$ cat src/rtl/axi_read_arbiter_pkg.sv
// Shared read/write interconnect types: arbiter FSM states, slave-select width, slave indices.
// No logic; widths here are the interconnect-wide defaults.
// Imported by the read arbiter and reused by the AW-side arbiter.
package axi_read_arbiter_pkg;

  localparam int AXI_ADDR_WIDTH = 32;
  localparam int AXI_LEN_BITS   = 8;
  localparam int AXI_SEL_BITS   = 2;

  typedef enum logic [1:0] {
    ST_IDLE = 2'd0,
    ST_ADDR = 2'd1,
    ST_DATA = 2'd2
  } rd_state_e;

  typedef enum logic [AXI_SEL_BITS-1:0] {
    SLV_S0 = 2'd0,
    SLV_S1 = 2'd1,
    SLV_S2 = 2'd2,
    SLV_S3 = 2'd3
  } slv_idx_e;

endpackage

$ cat src/rtl/axi_rr_pick2.sv
// Two-way round-robin chooser: one-hot pick, bit0 = m0, bit1 = m1.
// Purely combinational, zero latency.
// No flow control; the caller decides when the pick is consumed.
module axi_rr_pick2 (
  input  logic       req0,
  input  logic       req1,
  input  logic       last_m1,
  output logic [1:0] pick
);

  always_comb begin
    pick = {req1, req0};
    // On contention the master that did not win last time goes first.
    if (req0 && req1) pick = last_m1 ? 2'b01 : 2'b10;
  end

endmodule

$ cat src/rtl/axi_read_arbiter.sv
// Read-path arbiter: grants AR/R to m0 or m1 round-robin, one outstanding burst, checks RLAST vs ARLEN.
// Grant one edge after request; DATA->IDLE one edge after the RLAST beat; len_err registered.
// Stalls on arready and rvalid/rready; the grant is held through both stalls.
module axi_read_arbiter
  import axi_read_arbiter_pkg::*;
#(
  parameter int LEN_BITS = AXI_LEN_BITS,
  parameter int SEL_BITS = AXI_SEL_BITS
) (
  input  logic                clk_i,
  input  logic                rst_ni,
  input  logic                m0_arvalid,
  input  logic                m1_arvalid,
  input  logic [SEL_BITS-1:0] m0_arsel,
  input  logic [SEL_BITS-1:0] m1_arsel,
  input  logic [LEN_BITS-1:0] m0_arlen,
  input  logic [LEN_BITS-1:0] m1_arlen,
  input  logic                arvalid,
  input  logic                arready,
  input  logic                rvalid,
  input  logic                rready,
  input  logic                rlast,
  output logic                m0_rgrnt,
  output logic                m1_rgrnt,
  output logic [SEL_BITS-1:0] s_rsel,
  output logic                busy,
  output logic                len_err
);

  localparam int CNT_BITS = LEN_BITS + 1;

  rd_state_e           state_q, state_d;
  logic                last_m1_q, last_m1_d;
  logic                m0_grnt_q, m0_grnt_d;
  logic                m1_grnt_q, m1_grnt_d;
  logic [SEL_BITS-1:0] s_rsel_q, s_rsel_d;
  logic [LEN_BITS-1:0] len_q, len_d;
  logic [CNT_BITS-1:0] beat_q, beat_d;
  logic                len_err_q, len_err_d;
  logic                err_seen_q, err_seen_d;
  logic [1:0]          pick;
  logic [CNT_BITS-1:0] len_ext;
  logic                r_hs;

  axi_rr_pick2 u_pick (
    .req0    (m0_arvalid),
    .req1    (m1_arvalid),
    .last_m1 (last_m1_q),
    .pick    (pick)
  );

  assign len_ext = {1'b0, len_q};
  assign r_hs    = rvalid && rready;

  always_comb begin
    state_d    = state_q;
    last_m1_d  = last_m1_q;
    m0_grnt_d  = m0_grnt_q;
    m1_grnt_d  = m1_grnt_q;
    s_rsel_d   = s_rsel_q;
    len_d      = len_q;
    beat_d     = beat_q;
    len_err_d  = 1'b0;
    err_seen_d = err_seen_q;
    case (state_q)
      ST_IDLE: begin
        if (|pick) begin
          m0_grnt_d = pick[0];
          m1_grnt_d = pick[1];
          s_rsel_d  = pick[1] ? m1_arsel : m0_arsel;
          len_d     = pick[1] ? m1_arlen : m0_arlen;
          state_d   = ST_ADDR;
        end
      end
      ST_ADDR: begin
        if (arvalid && arready) begin
          beat_d     = '0;
          err_seen_d = 1'b0;
          state_d    = ST_DATA;
        end
      end
      ST_DATA: begin
        if (r_hs) begin
          if (!(&beat_q)) beat_d = beat_q + 1'b1;
          if (rlast) begin
            // beat_q is the index of this beat; the last one must be len_q.
            len_err_d = (beat_q != len_ext) && !err_seen_q;
            last_m1_d = m1_grnt_q;
            m0_grnt_d = 1'b0;
            m1_grnt_d = 1'b0;
            state_d   = ST_IDLE;
          end else if ((beat_q > len_ext) && !err_seen_q) begin
            len_err_d  = 1'b1;
            err_seen_d = 1'b1;
          end
        end
      end
      default: begin
        m0_grnt_d = 1'b0;
        m1_grnt_d = 1'b0;
        state_d   = ST_IDLE;
      end
    endcase
  end

  always_ff @(posedge clk_i or negedge rst_ni) begin
    if (!rst_ni) begin
      state_q    <= ST_IDLE;
      last_m1_q  <= 1'b1;
      m0_grnt_q  <= 1'b0;
      m1_grnt_q  <= 1'b0;
      s_rsel_q   <= '0;
      len_q      <= '0;
      beat_q     <= '0;
      len_err_q  <= 1'b0;
      err_seen_q <= 1'b0;
    end else begin
      state_q    <= state_d;
      last_m1_q  <= last_m1_d;
      m0_grnt_q  <= m0_grnt_d;
      m1_grnt_q  <= m1_grnt_d;
      s_rsel_q   <= s_rsel_d;
      len_q      <= len_d;
      beat_q     <= beat_d;
      len_err_q  <= len_err_d;
      err_seen_q <= err_seen_d;
    end
  end

  assign m0_rgrnt = m0_grnt_q;
  assign m1_rgrnt = m1_grnt_q;
  assign s_rsel   = s_rsel_q;
  assign busy     = (state_q != ST_IDLE);
  assign len_err  = len_err_q;

endmodule

$ cat config.mk
export PLATFORM = sky130hd
export DESIGN_NAME = axi_read_arbiter
export DESIGN_NICKNAME = d
export VERILOG_FILES = /design/src/rtl/axi_read_arbiter_pkg.sv /design/src/rtl/axi_rr_pick2.sv /design/src/rtl/axi_read_arbiter.sv
export SDC_FILE = /design/constraint.sdc
export NUM_CORES = 1
export LEC_CHECK = 0
export ABC_AREA = 1
export BUFFER_PORTS_ARGS = -buffer_cell sky130_fd_sc_hd__buf_2
export CAP_MARGIN = 20
export CORE_ASPECT_RATIO = 1.75
export CORE_MARGIN = 2
export CORE_UTILIZATION = 32
export CTS_BUF_LIST = sky130_fd_sc_hd__clkbuf_8
export DETAILED_ROUTE_END_ITERATION = 10
export GPL_ROUTABILITY_DRIVEN = 0
export PLACE_DENSITY = 0.65
export SYNTH_ARGS = -nofsm -noshare
export SYNTH_HDL_FRONTEND = slang
export SYNTH_SLANG_ARGS = --single-unit
$ cat constraint.sdc
create_clock -name clk_i -period 1.7 [get_ports clk_i]
set_input_delay 0.17 -clock clk_i [delete_from_list [all_inputs] [get_ports clk_i]]
set_output_delay 0.17 -clock clk_i [all_outputs]
set_load 0.005 [all_outputs]
==> qor.txt, run 1 <==
Outcome = finished, final reports clean
Delay of the slowest cell on the worst path = 0.39 ns
First-pass GRT wire length = 6244 µm
Synth cell types = 31
Synthesized area = 1588 µm²
H-tree levels = 1
Primary FF master, synth = dfrtp_1
GR Layer Usage met3 = 0.01332
Seq cells post-synth = 26
Drt pass-1 iters = 4
Worst setup EP type = register
Die width = 57.25 µm
Chip Height = 97.18 µm
Number of buffers inserted by port buffering = 34
Initial Util = 0.3344
GRT met1 Usage = 0.1528
CTS root buf = clkbuf_8
Dpl cells = 294
Maxcap violations = 0
Peak VDD IR = 0.5492 mV
# DRC = 0
DRT antenna net count = 0
Period minus WS final = 1.680 ns
Post-Synthesis Cells = 201
Crit Path Class = register to register
Io pins = 35
Cell Pwr Density = 1126 nW/µm²
# rows = 33
Net Sw Power = 0.0008671 W
CP bufs+invs = 2
Final Hold Viols = 0
Layout cells sized above 1 = 0.3145
Comb power frac = 0.435
Final Core Density = 0.4256
Slew @ Worst Pin = 0.5609 ns
Fin Clk Skew = 0.005633 ns
Total track usage = 0.1416
Final non-filler cell total = 300
Post-DR vias/cell = 4.783
Routed len/inst = 11.33 µm
Worst skew pair latency = 0.27 ns
Crit-path cells = ha_2 -> nand2_2 -> inv_2 -> nand3_2 -> nor3_2 -> ha_2 -> or2_4 -> nand2_8 -> nand2_8 -> clkinv_8 -> nand2_2 -> a21oi_2
Internal = 0.001409 W
Slew Viols, Final = 0
CORE AREA = 4748 µm²
Critical path peak fanout = 7
Die area = 5563 µm²
Startpoint types = register
Clock Sinks = 26
Total Neg Setup Slack = 0 ns
Hold crit path type = input port to register
Pleak = 1.081 nW
Critical Path RT = 1.90 ns
Ant diodes = 0
Yosys warns = 0
Arr. time, crit path = 1.88 ns
RSZ-0062 raised after global routing = yes
CP max-delay cell = dfrtp_1
Sw Ratio = 0.3810
Overflow after GRT = 0
Synth Area per Inst = 7.899 µm²
Reg clk slew, reported paths = 0.09 ns
Antenna violations before repair = 0
Post-layout power = 0.002276 W
FMAX = 0.5951 GHz
Tcrit/Tclk final = 0.9884
Vias = 1,435
Post-synth EDFFs = 0
Number of global-route vias before repair = 1,460
Largest net degree at the start of global routing = 27
Initial DRC Count = 21
Commonest cells after routing, fill and taps aside = nand2_1 (38), inv_1 (34), buf_2 (34), dfrtp_1 (23)
Fraction of registers with async set/reset = 1.000
Layout net count = 288
DP HPWL = 2791 µm
Longest Clk Path Bufs = 2
Worst hold slack = 0.08328 ns
Largest delay share family, worst path = simple AND/OR/NAND/NOR gates
Total routed wirelength = 3400 µm
Relative slew margins = 0.6261
Grt peak-use layer = met2
Met2 Resource Use GR = 0.2653
Most common cell after layout, fill and taps aside = nand2_1
Area grow syn2layout = 27.27%
CTS tree = yes
CTS Buf Count = 3
Register area share after synthesis = 0.4106
Net Count, Synth = 240
Clock power share = 0.172
Sequential power share = 0.392
Setup Viol. Count Final = 0
==> cells by family (layout without fill, tap and decap cells) <==
kind of cell	Yosys count	after routing	synth area share
AND/OR/NAND/NOR	79	80	0.2277
AO/OA/AOI/OAI	40	40	0.1489
adder cells (fa/ha/maj)	10	10	0.07880
flip-flops	26	26	0.4106
buffers and inverters	41	87	0.1017
multiplexers	3	3	0.02128
XOR/XNOR	2	2	0.01103
==> synth_stat cells, types with 2 or more instances <==
library cell	instances	area share
o21ai_1	13	0.041
a211oi_1	7	0.033
nand4_1	4	0.016
buf_2	2	0.0063
nand3_1	10	0.032
o21ai_0	5	0.016
nor3_1	2	0.0063
nand2_2	3	0.012
nand2_1	40	0.095
mux2_2	2	0.014
inv_2	2	0.0047
dfrtp_1	25	0.39
inv_1	35	0.083
nor2_1	14	0.033
a21oi_1	10	0.032
nand2_4	2	0.014
xor2_1	2	0.011
ha_1	10	0.079
==> state kept, by name, summed over array words and instances (netlist names) <==
name and flops:
beat_q 9, err_seen_q 1, last_m1_q 1, len_err 1, len_q 8, m0_rgrnt 1, m1_rgrnt 1, s_rsel 2
state_q 2
==> final timing paths <==
check                      cells after the start        end       from  slack (ns)
setup / recovery                              12  beat_q[2]  beat_q[0]        0.02
max in group asynchronous                      2  beat_q[6]     rst_ni        0.87
min in group asynchronous                      2   len_q[3]     rst_ni        0.42
hold reg to reg                                2  s_rsel[0]  s_rsel[0]        0.49
hold / removal                                 2  last_m1_q      rlast        0.08
setup reg to reg                              12  beat_q[2]  beat_q[0]        0.02
==> per-stage QoR <==
step / cell area [µm²] / setup slack, ns
after CTS: 1993 / 0.009112
after floorplan: 1613 / 0.009217
after detailed placement: 1909 / -0.02418
after global routing: 2021 / -0.09685
final: 2021 / 0.01965
after global placement: 1909 / 0.02204
==> timing repair <==
item                                    CTS  global route
gates cloned                              1             0
pin swaps                                 2             0
hold buffers                              1             0
hold endpoints to repair                 25             0
buffers inserted                          0             0
endpoints found under the setup margin    3            10
gates resized for setup                   3             8
==> power groups by stage <==
stage / Combinational, W / Clock [W] / Sequential (W)
floorplan: 0.000664 / 0 / 0.000901
global placement: 0.000928 / 0 / 0.000899
detailed placement: 0.000952 / 0 / 0.000906
CTS: 0.000977 / 0.000405 / 0.000895
global route: 0.00114 / 0.000435 / 0.000911
finish: 0.000991 / 0.000392 / 0.000893
==> cell type report <==
class | count | area [µm²]
clock buffer | 4 | 55.05
inverter | 38 | 155.1
timing repair buffer | 45 | 259.0
fill | 472 | 2728
tap | 52 | 65.06
sequential | 26 | 654.4
multi-input combinational | 135 | 832.0
==> metal layers <==
metal  vias up  wire length (µm)
met4         0                78
li1        749                 -
met3         6                44
met2        20              1958
met5         -                 0
met1       660              1319
Note: power is estimated with default switching activity, not from simulation.
==> run 2: changes to the inputs <==
CELL_PAD_IN_SITES_DETAIL_PLACEMENT = 1   (was not set)
CELL_PAD_IN_SITES_GLOBAL_PLACEMENT = 2   (was not set)
CORE_UTILIZATION = 29   (was 32)
PLACE_DENSITY = 0.89   (was 0.65)
==> qor.txt, run 2 (synthesized netlist as in run 1, its figures left out) <==
First-pass GRT wire length = 7500 µm (was 6244 µm)
Pre-CTS setup slack = -0.08025 ns (was -0.02418 ns)
Critical Path RT = 1.90 ns (about the same)
Ant diodes = 0 (unchanged)
Relative slew margins = 0.5965 (was 0.6261)
CTS root buf = clkbuf_8 (unchanged)
Number of buffers inserted by port buffering = 34 (unchanged)
Commonest cells after routing, fill and taps aside = nand2_1 (36), inv_1 (35), buf_2 (34), dfrtp_1 (23), buf_4 (20) (was nand2_1 (38), inv_1 (34), buf_2 (34), dfrtp_1 (23))
CORE AREA = 5255 µm² (was 4748 µm²)
Initial Util = 0.3021 (was 0.3344)
Slew Viols, Final = 0 (unchanged)
DP HPWL = 3489 µm (was 2791 µm)
Cell Pwr Density = 1075 nW/µm² (was 1126 nW/µm²)
Antenna violations before repair = 0 (unchanged)
Overflow after GRT = 0 (unchanged)
Clock Sinks = 26 (unchanged)
Largest regs = beat_q: 9 flops, len_q: 8 flops (unchanged)
Crit Path Class = register to register (unchanged)
Tcrit/Tclk final = 1.008 (was 0.9884)
CTS tree = yes (unchanged)
RSZ-0062 raised after global routing = yes (unchanged)
Violated checks = negative setup slack
Post-layout power = 0.002289 W (was 0.002276 W)
Largest net degree at the start of global routing = 27 (unchanged)
Fin Clk Skew = 0.008609 ns (was 0.005633 ns)
CP max-delay cell = dfrtp_1 (unchanged)
Drt pass-1 iters = 4 (unchanged)
Critical path peak fanout = 7 (unchanged)
Delay of the slowest cell on the worst path = 0.41 ns (was 0.39 ns)
Routed len/inst = 13.52 µm (was 11.33 µm)
# fillers = 669 (was 472)
Die width = 59.94 µm (was 57.25 µm)
Largest delay share family, worst path = simple AND/OR/NAND/NOR gates (unchanged)
Reg clk slew, reported paths = 0.09 ns (about the same)
Worst hold slack = 0.09543 ns (was 0.08328 ns)
Chip Height = 101.9 µm (was 97.18 µm)
Die area = 6106 µm² (was 5563 µm²)
Total routed wirelength = 4260 µm (was 3400 µm)
# rows = 35 (was 33)
Arr. time, crit path = 1.91 ns (was 1.88 ns)
Initial DRC Count = 17 (was 21)
Most common cell after layout, fill and taps aside = nand2_1 (unchanged)
# DRC = 0 (unchanged)
Post-DR vias/cell = 4.914 (was 4.783)
FMAX = 0.5838 GHz (was 0.5951 GHz)
Worst skew pair latency = 0.27 ns (about the same)
Longest Clk Path Bufs = 2 (unchanged)
Max FFs per register = 9 (unchanged)
Startpoint types = register (unchanged)
Slew @ Worst Pin = 0.6053 ns (was 0.5609 ns)
Area grow syn2layout = 34.04% (was 27.27%)
H-tree levels = 1 (unchanged)
Pleak = 1.131 nW (was 1.081 nW)
CTS Buf Count = 3 (unchanged)
Most flop-heavy register = beat_q (unchanged)
Setup Viol. Count Final = 1 (was 0)
Period minus WS final = 1.713 ns (was 1.680 ns)
DRT antenna net count = 0 (unchanged)
Peak VDD IR = 0.6870 mV (was 0.5492 mV)
Layout cells sized above 1 = 0.3538 (was 0.3145)
Total track usage = 0.1608 (was 0.1416)
Final Hold Viols = 0 (unchanged)
Maxcap violations = 0 (unchanged)
Vias = 1,548 (was 1,435)
CP bufs+invs = 2 (unchanged)
Layout net count = 300 (was 288)
Worst setup EP type = register (unchanged)
Outcome = finished with violations (was finished, final reports clean)
Number of global-route vias before repair = 1,696 (was 1,460)
Hold crit path type = input port to register (unchanged)
Setup WS post-layout = -0.01306 ns (was 0.01965 ns)
Io pins = 35 (unchanged)
Crit-path cells = ha_2 -> nand2_2 -> inv_2 -> nand3_4 -> nor3_2 -> ha_2 -> or2_4 -> nand2_8 -> nand2_8 -> clkinv_8 -> nand4_1 -> o21ai_1 (was ha_2 -> nand2_2 -> inv_2 -> nand3_2 -> nor3_2 -> ha_2 -> or2_4 -> nand2_8 -> nand2_8 -> clkinv_8 -> nand2_2 -> a21oi_2)
run 2: repair_timing:
| action | CTS | global route |
|---|---|---|
| hold buffers | 1 | 0 |
| gates resized for setup | 4 | 12 |
| cloned | 1 | 0 |
| pin swaps | 4 | 3 |
| endpoints found under the setup margin | 9 | 11 |
| endpoints found under the hold margin | 25 | 0 |
| setup buffers | 11 | 1 |
run 2: final timing paths:
path	start	to	slack [ns]	depth (start not counted)
max	beat_q[0]	beat_q[3]	-0.01	12
min	rlast	last_m1_q	0.1	2
max reg2reg	beat_q[0]	beat_q[3]	-0.01	12
min reg2reg	err_seen_q	err_seen_q	0.49	2
max in group asynchronous	rst_ni	beat_q[4]	0.83	2
min in group asynchronous	rst_ni	s_rsel[0]	0.43	2
run 2: layer usage:
layer  vias to the layer above  track usage  part of all wire
met3                         6      0.01266             0.015
met5                         -            0                 0
met2                        23       0.3077              0.59
met4                         0      0.07009             0.019
met1                       742       0.1708              0.37
li1                        777            -                 -
run 2: power breakdown:
group          leakage, nW  internal (W)  switching, W  total (W)
Sequential           0.326      0.000812     0.0000870   0.000899
Combinational        0.779      0.000400      0.000634    0.00103
Clock               0.0269      0.000162      0.000193   0.000355
Total                 1.13       0.00137      0.000914    0.00229
run 2: through the flow:
step	std cells	utilization	cell area (µm²)	TNS (ns)
final	315	0.4050	2128	-0.01306
after global routing	315	0.4050	2128	-0.5985
after CTS	315	0.3962	2082	-0.05983
after detailed placement	298	0.3655	1921	-0.2662
after global placement	298	0.3655	1921	0
after floorplan	201	-	1613	0
run 2: final cells by class:
cell class / count / area [µm²] / area share
inverter: 38 / 155.1 / 0.07290
clock inverter: 1 / 3.754 / 0.001764
tap: 55 / 68.82 / 0.03233
clock buffer: 3 / 41.29 / 0.01940
timing repair buffer: 57 / 352.8 / 0.1658
sequential: 26 / 654.4 / 0.3075
multi-input combinational: 135 / 852.1 / 0.4004
run 2: worst register-to-register path: cells and delay by family, from the launching register on:
| family | cells | cell delay, ns |
|---|---|---|
| flops | 1 | 0.41 |
| fa+ha+maj | 2 | 0.34 |
| compound gates | 1 | 0.10 |
| simple gates | 7 | 0.67 |
| buf+inv | 2 | 0.12 |
